`config.mk`:
```
export PLATFORM = sky130hd
export DESIGN_NAME = vga_sync_decoder
export DESIGN_NICKNAME = d
export VERILOG_FILES = /design/src/rtl/vga_sync_decoder.sv
export SDC_FILE = /design/constraint.sdc
export NUM_CORES = 1
export LEC_CHECK = 0
export CAP_MARGIN = 0
export CORE_UTILIZATION = 55
export CTS_BUF_LIST = sky130_fd_sc_hd__clkbuf_2
export DETAILED_ROUTE_END_ITERATION = 7
export HOLD_SLACK_MARGIN = 0.08
export PLACE_DENSITY = 0.78
export SYNTH_ARGS = -nofsm -noshare
export SYNTH_HDL_FRONTEND = slang
export SYNTH_SLANG_ARGS = --single-unit
```
`constraint.sdc`:
```
create_clock -name clk -period 5.1 [get_ports clk]
set_clock_uncertainty 0.05 [all_clocks]
set_input_delay 1.275 -clock clk [delete_from_list [all_inputs] [get_ports clk]]
set_output_delay 1.275 -clock clk [all_outputs]
set_load 0.02 [all_outputs]
```
`src/rtl/vga_sync_decoder.sv`:
```
// VGA sync decoder: synchronizes hsync/vsync, measures line/frame timing and
// tracks lock across consecutive frames with matching geometry.
module vga_sync_decoder #(
  parameter int H_W         = 12,
  parameter int V_W         = 11,
  parameter bit HS_POL      = 1'b0,
  parameter bit VS_POL      = 1'b1,
  parameter int LOCK_FRAMES = 2
) (
  input  logic           clk,
  input  logic           rst_n,
  input  logic           hsync,
  input  logic           vsync,
  output logic [H_W-1:0] x,
  output logic [V_W-1:0] y,
  output logic [H_W-1:0] h_total,
  output logic [H_W-1:0] hs_width,
  output logic [V_W-1:0] v_total,
  output logic [V_W-1:0] vs_width,
  output logic           locked,
  output logic           frame_start,
  output logic           err
);

  localparam logic [H_W-1:0] H_MAX    = '1;
  localparam logic [V_W-1:0] V_MAX    = '1;
  localparam logic [3:0]     LOCK_TGT = 4'(LOCK_FRAMES - 1);

  typedef enum logic [1:0] {SEARCH, VERIFY, LOCKED} state_t;

  function automatic logic [H_W-1:0] h_inc(input logic [H_W-1:0] v);
    return (v == H_MAX) ? v : v + 1'b1;
  endfunction

  function automatic logic [V_W-1:0] v_inc(input logic [V_W-1:0] v);
    return (v == V_MAX) ? v : v + 1'b1;
  endfunction

  logic hs_p0, hs_p1, hs_p2, vs_p0, vs_p1, vs_p2;
  logic [H_W-1:0] h_cnt, hs_wcnt, ref_h, ref_h_d, h_len, h_new;
  logic [V_W-1:0] v_cnt, vs_wcnt, ref_v, ref_v_d, v_len, v_new;
  logic [3:0] match_cnt, match_cnt_d;
  logic line_bad, skip_chk, bad_now, match, err_d;
  logic hs_act, hs_lead, hs_trail, vs_act, vs_lead, vs_trail;
  logic h_to_evt, v_to_evt, cnt_sat;
  state_t state_q, state_d;

  // Stage p0/p1: two-flop synchronizers; p2: delay flop for edge detection
  always_ff @(posedge clk or negedge rst_n) begin
    if (!rst_n) begin
      hs_p0 <= ~HS_POL; hs_p1 <= ~HS_POL; hs_p2 <= ~HS_POL;
      vs_p0 <= ~VS_POL; vs_p1 <= ~VS_POL; vs_p2 <= ~VS_POL;
    end else begin
      hs_p0 <= hsync; hs_p1 <= hs_p0; hs_p2 <= hs_p1;
      vs_p0 <= vsync; vs_p1 <= vs_p0; vs_p2 <= vs_p1;
    end
  end

  always_comb begin
    hs_act   = (hs_p1 == HS_POL);
    hs_lead  = hs_act && (hs_p2 != HS_POL);
    hs_trail = !hs_act && (hs_p2 == HS_POL);
    vs_act   = (vs_p1 == VS_POL);
    vs_lead  = vs_act && (vs_p2 != VS_POL);
    vs_trail = !vs_act && (vs_p2 == VS_POL);
    h_len    = h_inc(h_cnt);
    v_len    = v_inc(v_cnt);
    h_new    = hs_lead ? h_len : h_total;
    v_new    = hs_lead ? v_len : v_cnt;
    bad_now  = line_bad || (hs_lead && !skip_chk && (h_len != h_total));
    match    = (h_new == ref_h) && (v_new == ref_v) && !bad_now;
    h_to_evt = !hs_lead && (h_len == H_MAX) && (h_cnt != H_MAX);
    v_to_evt = hs_lead && !vs_lead && (v_len == V_MAX) && (v_cnt != V_MAX);
    cnt_sat  = (h_cnt == H_MAX) || (v_cnt == V_MAX);
  end

  always_comb begin
    state_d     = state_q;
    match_cnt_d = match_cnt;
    ref_h_d     = ref_h;
    ref_v_d     = ref_v;
    err_d       = 1'b0;
    if (h_to_evt || v_to_evt) begin
      state_d     = SEARCH;
      match_cnt_d = '0;
      err_d       = 1'b1;
    end else if (cnt_sat) begin
      state_d     = SEARCH;
      match_cnt_d = '0;
    end else if (vs_lead) begin
      unique case (state_q)
        SEARCH: begin
          ref_h_d     = h_new;
          ref_v_d     = v_new;
          match_cnt_d = '0;
          state_d     = VERIFY;
        end
        VERIFY: begin
          if (match) begin
            match_cnt_d = match_cnt + 1'b1;
            if (match_cnt + 1'b1 == LOCK_TGT) state_d = LOCKED;
          end else begin
            ref_h_d     = h_new;
            ref_v_d     = v_new;
            match_cnt_d = '0;
          end
        end
        LOCKED: begin
          if (!match) begin
            ref_h_d     = h_new;
            ref_v_d     = v_new;
            match_cnt_d = '0;
            state_d     = VERIFY;
            err_d       = 1'b1;
          end
        end
        default: state_d = SEARCH;
      endcase
    end
  end

  // Stage p3: edge handling updates counters, measurements and lock state
  always_ff @(posedge clk or negedge rst_n) begin
    if (!rst_n) begin
      h_cnt <= '0; h_total <= '0; hs_wcnt <= '0; hs_width <= '0;
      v_cnt <= '0; v_total <= '0; vs_wcnt <= '0; vs_width <= '0;
      ref_h <= '0; ref_v <= '0; match_cnt <= '0;
      line_bad <= 1'b0; skip_chk <= 1'b1;
      frame_start <= 1'b0; err <= 1'b0;
      state_q <= SEARCH;
    end else begin
      h_cnt    <= hs_lead ? '0 : h_len;
      hs_wcnt  <= hs_act ? h_inc(hs_wcnt) : '0;
      vs_wcnt  <= !vs_act ? '0 : (hs_lead ? v_inc(vs_wcnt) : vs_wcnt);
      if (hs_lead) h_total <= h_len;
      if (hs_trail) hs_width <= hs_wcnt;
      if (vs_trail) vs_width <= vs_wcnt;
      if (vs_lead) begin
        v_total <= v_new;
        v_cnt   <= '0;
      end else if (hs_lead) begin
        v_cnt <= v_len;
      end
      // The first line after SEARCH compares against a stale h_total
      if (state_q == SEARCH) skip_chk <= 1'b1;
      else if (hs_lead) skip_chk <= 1'b0;
      line_bad    <= vs_lead ? 1'b0 : bad_now;
      ref_h       <= ref_h_d;
      ref_v       <= ref_v_d;
      match_cnt   <= match_cnt_d;
      state_q     <= state_d;
      frame_start <= vs_lead;
      err         <= err_d;
    end
  end

  assign x      = h_cnt;
  assign y      = v_cnt;
  assign locked = (state_q == LOCKED);

endmodule
```
==> summary.md, run 1 <==
| Metric | Value |
|---|---|
| Run status | finished, final reports clean |
| Residual DRC count | 0 |
| Clock-pin slew on the worst setup and hold paths | 200 ps |
| Syn Nets | 730 |
| Clk buf depth | 2 |
| Ys Warns | 0 |
| Total die area | 0.0134 sq mm |
| CTS tree | done |
| PortBufs | 75 |
| Required @ worst endpoint | 5660 ps |
| Gpl congestion | 0.927 |
| Post_cts resized | 0 |
| Worst-margin pin slew | 627 ps |
| Syn_area_per_cell | 9.97 sq um |
| Vias/cell | 6.01 |
| Finished Layout Cells | 968 |
| Relative slew slack | 0.582 |
| Largest net degree at the start of global routing | 52 |
| Tcrit/Tclk final | 0.901 |
| CTS Buf Count | 17 |
| Initial DRC count | 439 |
| Distinct cells, synth | 68 |
| Worst hold-check path type | reg2reg |
| Synth Instances | 716 |
| Setup WS post-layout | 507 ps |
| Antenna violations before repair | 0 |
| DRT Wirelength | 18000 um |
| Placed Instances | 934 |
| Synthesized area | 0.00714 sq mm |
| Util after Layout | 0.658 |
| RSZ-0062 raised after global routing | no |
| WS Path Type | reg2reg |
| Area Growth Syn to Fin | 16.3% |
| Setup TNS | 0 ps |
| Setup repair bufs after CTS | 0 |
| CP Launch Type | flip-flop |
| WL/cell | 18.6 um |
| Post-Place Worst Slack | 648 ps |
| Die W | 116 um |
| DPL Wire Length | 13100 um |
| Nets | 795 |
| Grt total ovfl | 0 |
| PD cells | 340 mW/mm^2 |
| CTS H-tree depth | 4 |
| Peak VDD IR | 272 uV |
| Asr flop ratio synth | 1.00 |
| Static leakage | 3.58 nW |
| Io pins | 76 |
| Final hold slack | 322 ps |
| Initial DRT Pass Iterations | 6 |
| Sequential element share of the synthesized area | 0.460 |
| Max cap viols | 0 |
| CP Max Fanout | 23 |
| Core Rows | 41 |
| Clk_lat worst skew | 730 ps |
| CP arrival | 5150 ps |
| EDFF count, synth | 0 |
| DIE HEIGHT | 116 um |
| Placed Instance Area | 0.00799 sq mm |
| Initial core utilization | 0.566 |
| First-pass GRT wire length | 30000 um |
| Total track usage | 0.296 |
| Seq cells post-synth | 131 |
| Crit path capture type | flip-flop |
| Pwr Total | 2.82 mW |
| Fillcell total | 1062 |
| Final Cell Area | 0.00831 sq mm |
| Sink Count | 131 |
| Post-synth top area share | 0.445 |
| Fmax | 0.218 GHz |
| Top post-synthesis cells by area | dfrtp_1 (45%), mux2_2 (4.6%), nor2_1 (3.5%) |
| Top FF cell, synth | dfrtp_1 |
| Slew Limit Fails | 0 |
| Final setup violation count | 0 |
| Leading area contributor after synthesis | dfrtp_1 |
| Via count of the first global-routing pass | 5777 |
| Core Area | 0.0126 sq mm |
| Layout cells sized above 1 | 0.123 |
| Final antenna-violating net count | 0 |
| Post-layout minimum cycle time | 4590 ps |
| DR vias | 5816 |
| Hold Vio Cnt, Final | 0 |
| Root Driver | clkbuf_2 |
| Post-CTS Hold Fix Bufs | 0 |
[cell families (layout without fill, tap and decap cells)]
logic type                 count (synthesis)  count (layout)  synth area share
muxes                                     59              59            0.0948
adders and majority gates                 10              10            0.0175
AOI/OAI and AO/OA                        134             134             0.124
DFF                                      131             131             0.460
other                                      0               2                 0
and+or+nand+nor                          271             271             0.205
xor gates and xnor gates                  46              46            0.0584
buffers and inverters                     65             143            0.0401
[final timing paths]
| kind | from | end | slack [ps] | cells past startpoint |
|---|---|---|---|---|
| min reg2reg | hs_p0 | hs_p1 | 320 | 0 |
| max reg2reg | x[0] | ref_h[3] | 510 | 12 |
| max | x[0] | ref_h[3] | 510 | 12 |
| max in group asynchronous | rst_n | h_total[5] | 3550 | 2 |
| min in group asynchronous | rst_n | x[4] | 410 | 1 |
| min | hs_p0 | hs_p1 | 320 | 0 |
[cells in the final DEF (no fill, tap or decap), drive strengths merged, types with 6 or more instances in the layout]
cell / count
and3: 13
nand2: 54
nand3: 31
mux2i: 20
a31oi: 10
a21oi: 27
xor2: 22
nand4: 19
a41oi: 7
nand2b: 14
clkbuf: 17
nor4: 7
o21ai: 40
or3: 11
dfrtp: 127
xnor2: 23
mux2: 39
nor3: 16
and2: 13
and4: 6
ha: 10
clkdlybuf4s50: 74
inv: 30
buf: 10
nor2: 66
nor2b: 8
[Yosys cell counts (11+ instances only)]
cell	number
dfrtp_1	127
nor3_1	15
clkbuf_1	17
nor2_1	66
mux2i_1	20
nand3_1	31
buf_2	13
or3_1	11
and3_1	13
nand2b_1	14
xor2_1	22
o21ai_0	39
nand2_1	54
mux2_2	29
inv_1	27
and2_1	13
nand4_1	16
xnor2_1	23
a21oi_1	26
[critical path, stage by stage, from the launching register on]
cell      delay, ps
dfrtp_1         660
ha_1            630
inv_1           220
nor4_4          440
mux2i_1         360
o22ai_1         130
a211oi_1        200
a31oi_1         140
or4_4           600
nor3_4          320
a21oi_2         100
buf_4           260
mux2_4          330
[report_power, final]
part / internal, mW / switching [mW] / leakage (nW) / total [mW]
clock: 0.377 / 0.408 / 0.175 / 0.784
combinational: 0.340 / 0.422 / 1.64 / 0.762
sequential: 1.14 / 0.142 / 1.76 / 1.28
[metal layers]
| layer | part of all wire | routed length (um) | up-vias | track usage |
|---|---|---|---|---|
| met1 | 0.43 | 7720 | 2813 | 0.391 |
| met3 | 0.068 | 1220 | 49 | 0.0743 |
| li1 | - | - | 2710 | - |
| met2 | 0.47 | 8430 | 244 | 0.457 |
| met5 | 0 | 0 | - | 0 |
| met4 | 0.035 | 636 | 0 | 0.140 |
[registers in the layout (all words and copies together), names as in the netlist, 2 cells and up]
name,cells
vs_wcnt,11
match_cnt,4
ref_h,12
hs_width,12
v_total,11
h_total,12
ref_v,11
x,12
vs_width,11
state_q,2
y,11
hs_wcnt,12
[cell type report]
cell class | count | area [sq um] | area share
clock buffer | 17 | 85.1 | 0.0102
multi-input combinational | 520 | 3570 | 0.430
inverter | 27 | 101 | 0.0122
tap | 172 | 215 | 0.0259
timing repair buffer | 84 | 816 | 0.0982
antenna | 2 | 5.00 | 0.000603
sequential | 131 | 3280 | 0.395
clock inverter | 15 | 228 | 0.0274
Power figures use the tool's default switching activity.
==> inputs of run 2 (changes only) <==
- CORE_ASPECT_RATIO: not set -> 1.75
- clock period: 5.1 -> 5.8 ns (I/O delays scaled with it)
==> run 2 against run 1 <==
Effect of this change: final area shrank 1.3%; sequential power is 12% lower; combinational power fell by 7.9%; wire length grew 9.2%; sequential share of layout area rose by 0.50 points; clock-buffer cell count up 1; first-iteration DRC count fell by 18%; sequential cell count unchanged; power decreased by 17%; critical path type unchanged.
==> summary.md, run 2 (synthesis gave the netlist of run 1 again) <==
| Metric | Value |
|---|---|
| Run status | finished, final reports clean |
| Core Area | 0.0126 sq mm |
| Vias/cell | 6.11 |
| Reg2reg start | x[0] |
| Total track usage | 0.311 |
| Relative slew slack | 0.493 |
| Fillcell total | 1071 |
| RSZ-0062 raised after global routing | no |
| Pwr Total | 2.35 mW |
| Required @ worst endpoint | 6310 ps |
| Finished Layout Cells | 963 |
| DIE HEIGHT | 153 um |
| Util after Layout | 0.653 |
| Worst-margin pin slew | 750 ps |
| Fmax | 0.217 GHz |
| Layout cells sized above 1 | 0.121 |
| Nets | 795 |
| Max cap viols | 0 |
| Initial DRC count | 362 |
| CP arrival | 5110 ps |
| Commonest non-fill, non-tap cell in the layout | dfrtp_1 |
| Placed Instance Area | 0.00798 sq mm |
| Post-CTS Hold Fix Bufs | 0 |
| Via count of the first global-routing pass | 6001 |
| Crit. Startpoint | x[0] |
| Initial DRT Pass Iterations | 6 |
| Register area | 0.00328 sq mm |
| CTS Buf Count | 17 |
| Post-layout minimum cycle time | 4600 ps |
| Tcrit/Tclk final | 0.793 |
| CP Launch Type | flip-flop |
| Setup TNS | 0 ps |
| Setup WS post-layout | 1200 ps |
| Worst hold-check path type | reg2reg |
| Clock power share | 0.220 |
| Area Growth Syn to Fin | 14.9% |
| Final antenna-violating net count | 0 |
| Final hold slack | 313 ps |
| CTS tree | done |
| Initial core utilization | 0.568 |
| PD cells | 287 mW/mm^2 |
| Hold Vio Cnt, Final | 0 |
| Final setup violation count | 0 |
| Most frequent cells in the layout | dfrtp_1 (127), clkdlybuf4s50_1 (74), nor2_1 (66), nand2_1 (54), o21ai_0 (39) |
| Root Driver | clkbuf_2 |
| CP Max Fanout | 16 |
| Die W | 88.1 um |
| Final Cell Area | 0.00820 sq mm |
| Switch share | 0.378 |
| Area of the multi-input gates | 0.00357 sq mm |
| Antenna violations before repair | 1 |
| Clk buf depth | 2 |
| Clk_lat worst skew | 690 ps |
| Post_cts resized | 0 |
| Sink Count | 131 |
| Core Rows | 54 |
| WL/cell | 20.4 um |
| WS Path Type | reg2reg |
| Residual DRC count | 0 |
| Combinational fraction of design power | 0.298 |
| Pint | 1.46 mW |
| PortBufs | 75 |
| Sw power | 889 uW |
| Io pins | 76 |
| DRT Wirelength | 19700 um |
| Peak VDD IR | 257 uV |
| Min-delay src | hs_p0 |
| DPL Wire Length | 14800 um |
| DR vias | 5881 |
| Clock-pin slew on the worst setup and hold paths | 200 ps |
| Largest net degree at the start of global routing | 55 |
| CTS H-tree depth | 4 |
| First-pass GRT wire length | 31300 um |
| Sequential power share | 0.481 |
| Placed Instances | 930 |
| Grt total ovfl | 0 |
| Gpl congestion | 1.00 |
| Total die area | 0.0135 sq mm |
| Crit path capture type | flip-flop |
| Post-Place Worst Slack | 1270 ps |
| Setup repair bufs after CTS | 0 |
| Slew Limit Fails | 0 |
| Static leakage | 3.53 nW |
[run 2: cell types whose count changed in the layout (fill, tap and decap cells not counted)]
| cell | before | now |
|---|---|---|
| clkbuf_2 | 17 | 18 |
| inv_6 | 3 | 5 |
| clkinvlp_4 | 2 | 3 |
| clkinv_1 | 0 | 2 |
| clkinv_4 | 3 | 2 |
| clkinv_2 | 2 | 1 |
| diode_2 | 2 | 1 |
| bufinv_16 | 5 | 1 |
[run 2: worst max-delay path, stage by stage, from the launching register on]
cell and delay (ps):
dfrtp_1 640, ha_1 640, inv_1 220, nor4_4 430, mux2i_1 340, o22ai_1 130, a211oi_1 190, a31oi_1 140
or4_4 590, nor3_4 310, a21oi_2 210, buf_4 280, mux2_2 300
[run 2: final cells by class]
cell class	instances	share of cell area
Antenna cell	1	0.000305
Clock buffer	18	0.0110
Clock inverter	14	0.0154
Inverter	27	0.0124
Multi-Input combinational cell	520	0.436
Sequential cell	131	0.400
Tap cell	168	0.0256
Timing Repair Buffer	84	0.0995
[run 2: per-layer routing]
layer  vias to the layer above  wire length [um]  track usage
met2                       248             10500        0.546
met1                      2845              6960        0.326
li1                       2709                 -            -
met5                         -                 0            0
met3                        79               921       0.0666
met4                         0              1290        0.194
[run 2: final timing paths]
check	to	slack [ps]	depth (start not counted)
min in group asynchronous	y[0]	670	1
max in group asynchronous	ref_h[0]	3890	2
max	ref_h[0]	1200	12
min reg2reg	hs_p1	310	0
max reg2reg	ref_h[0]	1200	12
min	hs_p1	310	0
[run 2: power groups by stage]
stage / registers, mW / logic (mW) / clock network, mW
floorplan: 1.13 / 0.447 / 0
global placement: 1.14 / 0.682 / 0
detailed placement: 1.15 / 0.692 / 0
CTS: 1.13 / 0.696 / 0.530
global route: 1.14 / 0.759 / 0.567
finish: 1.13 / 0.702 / 0.518
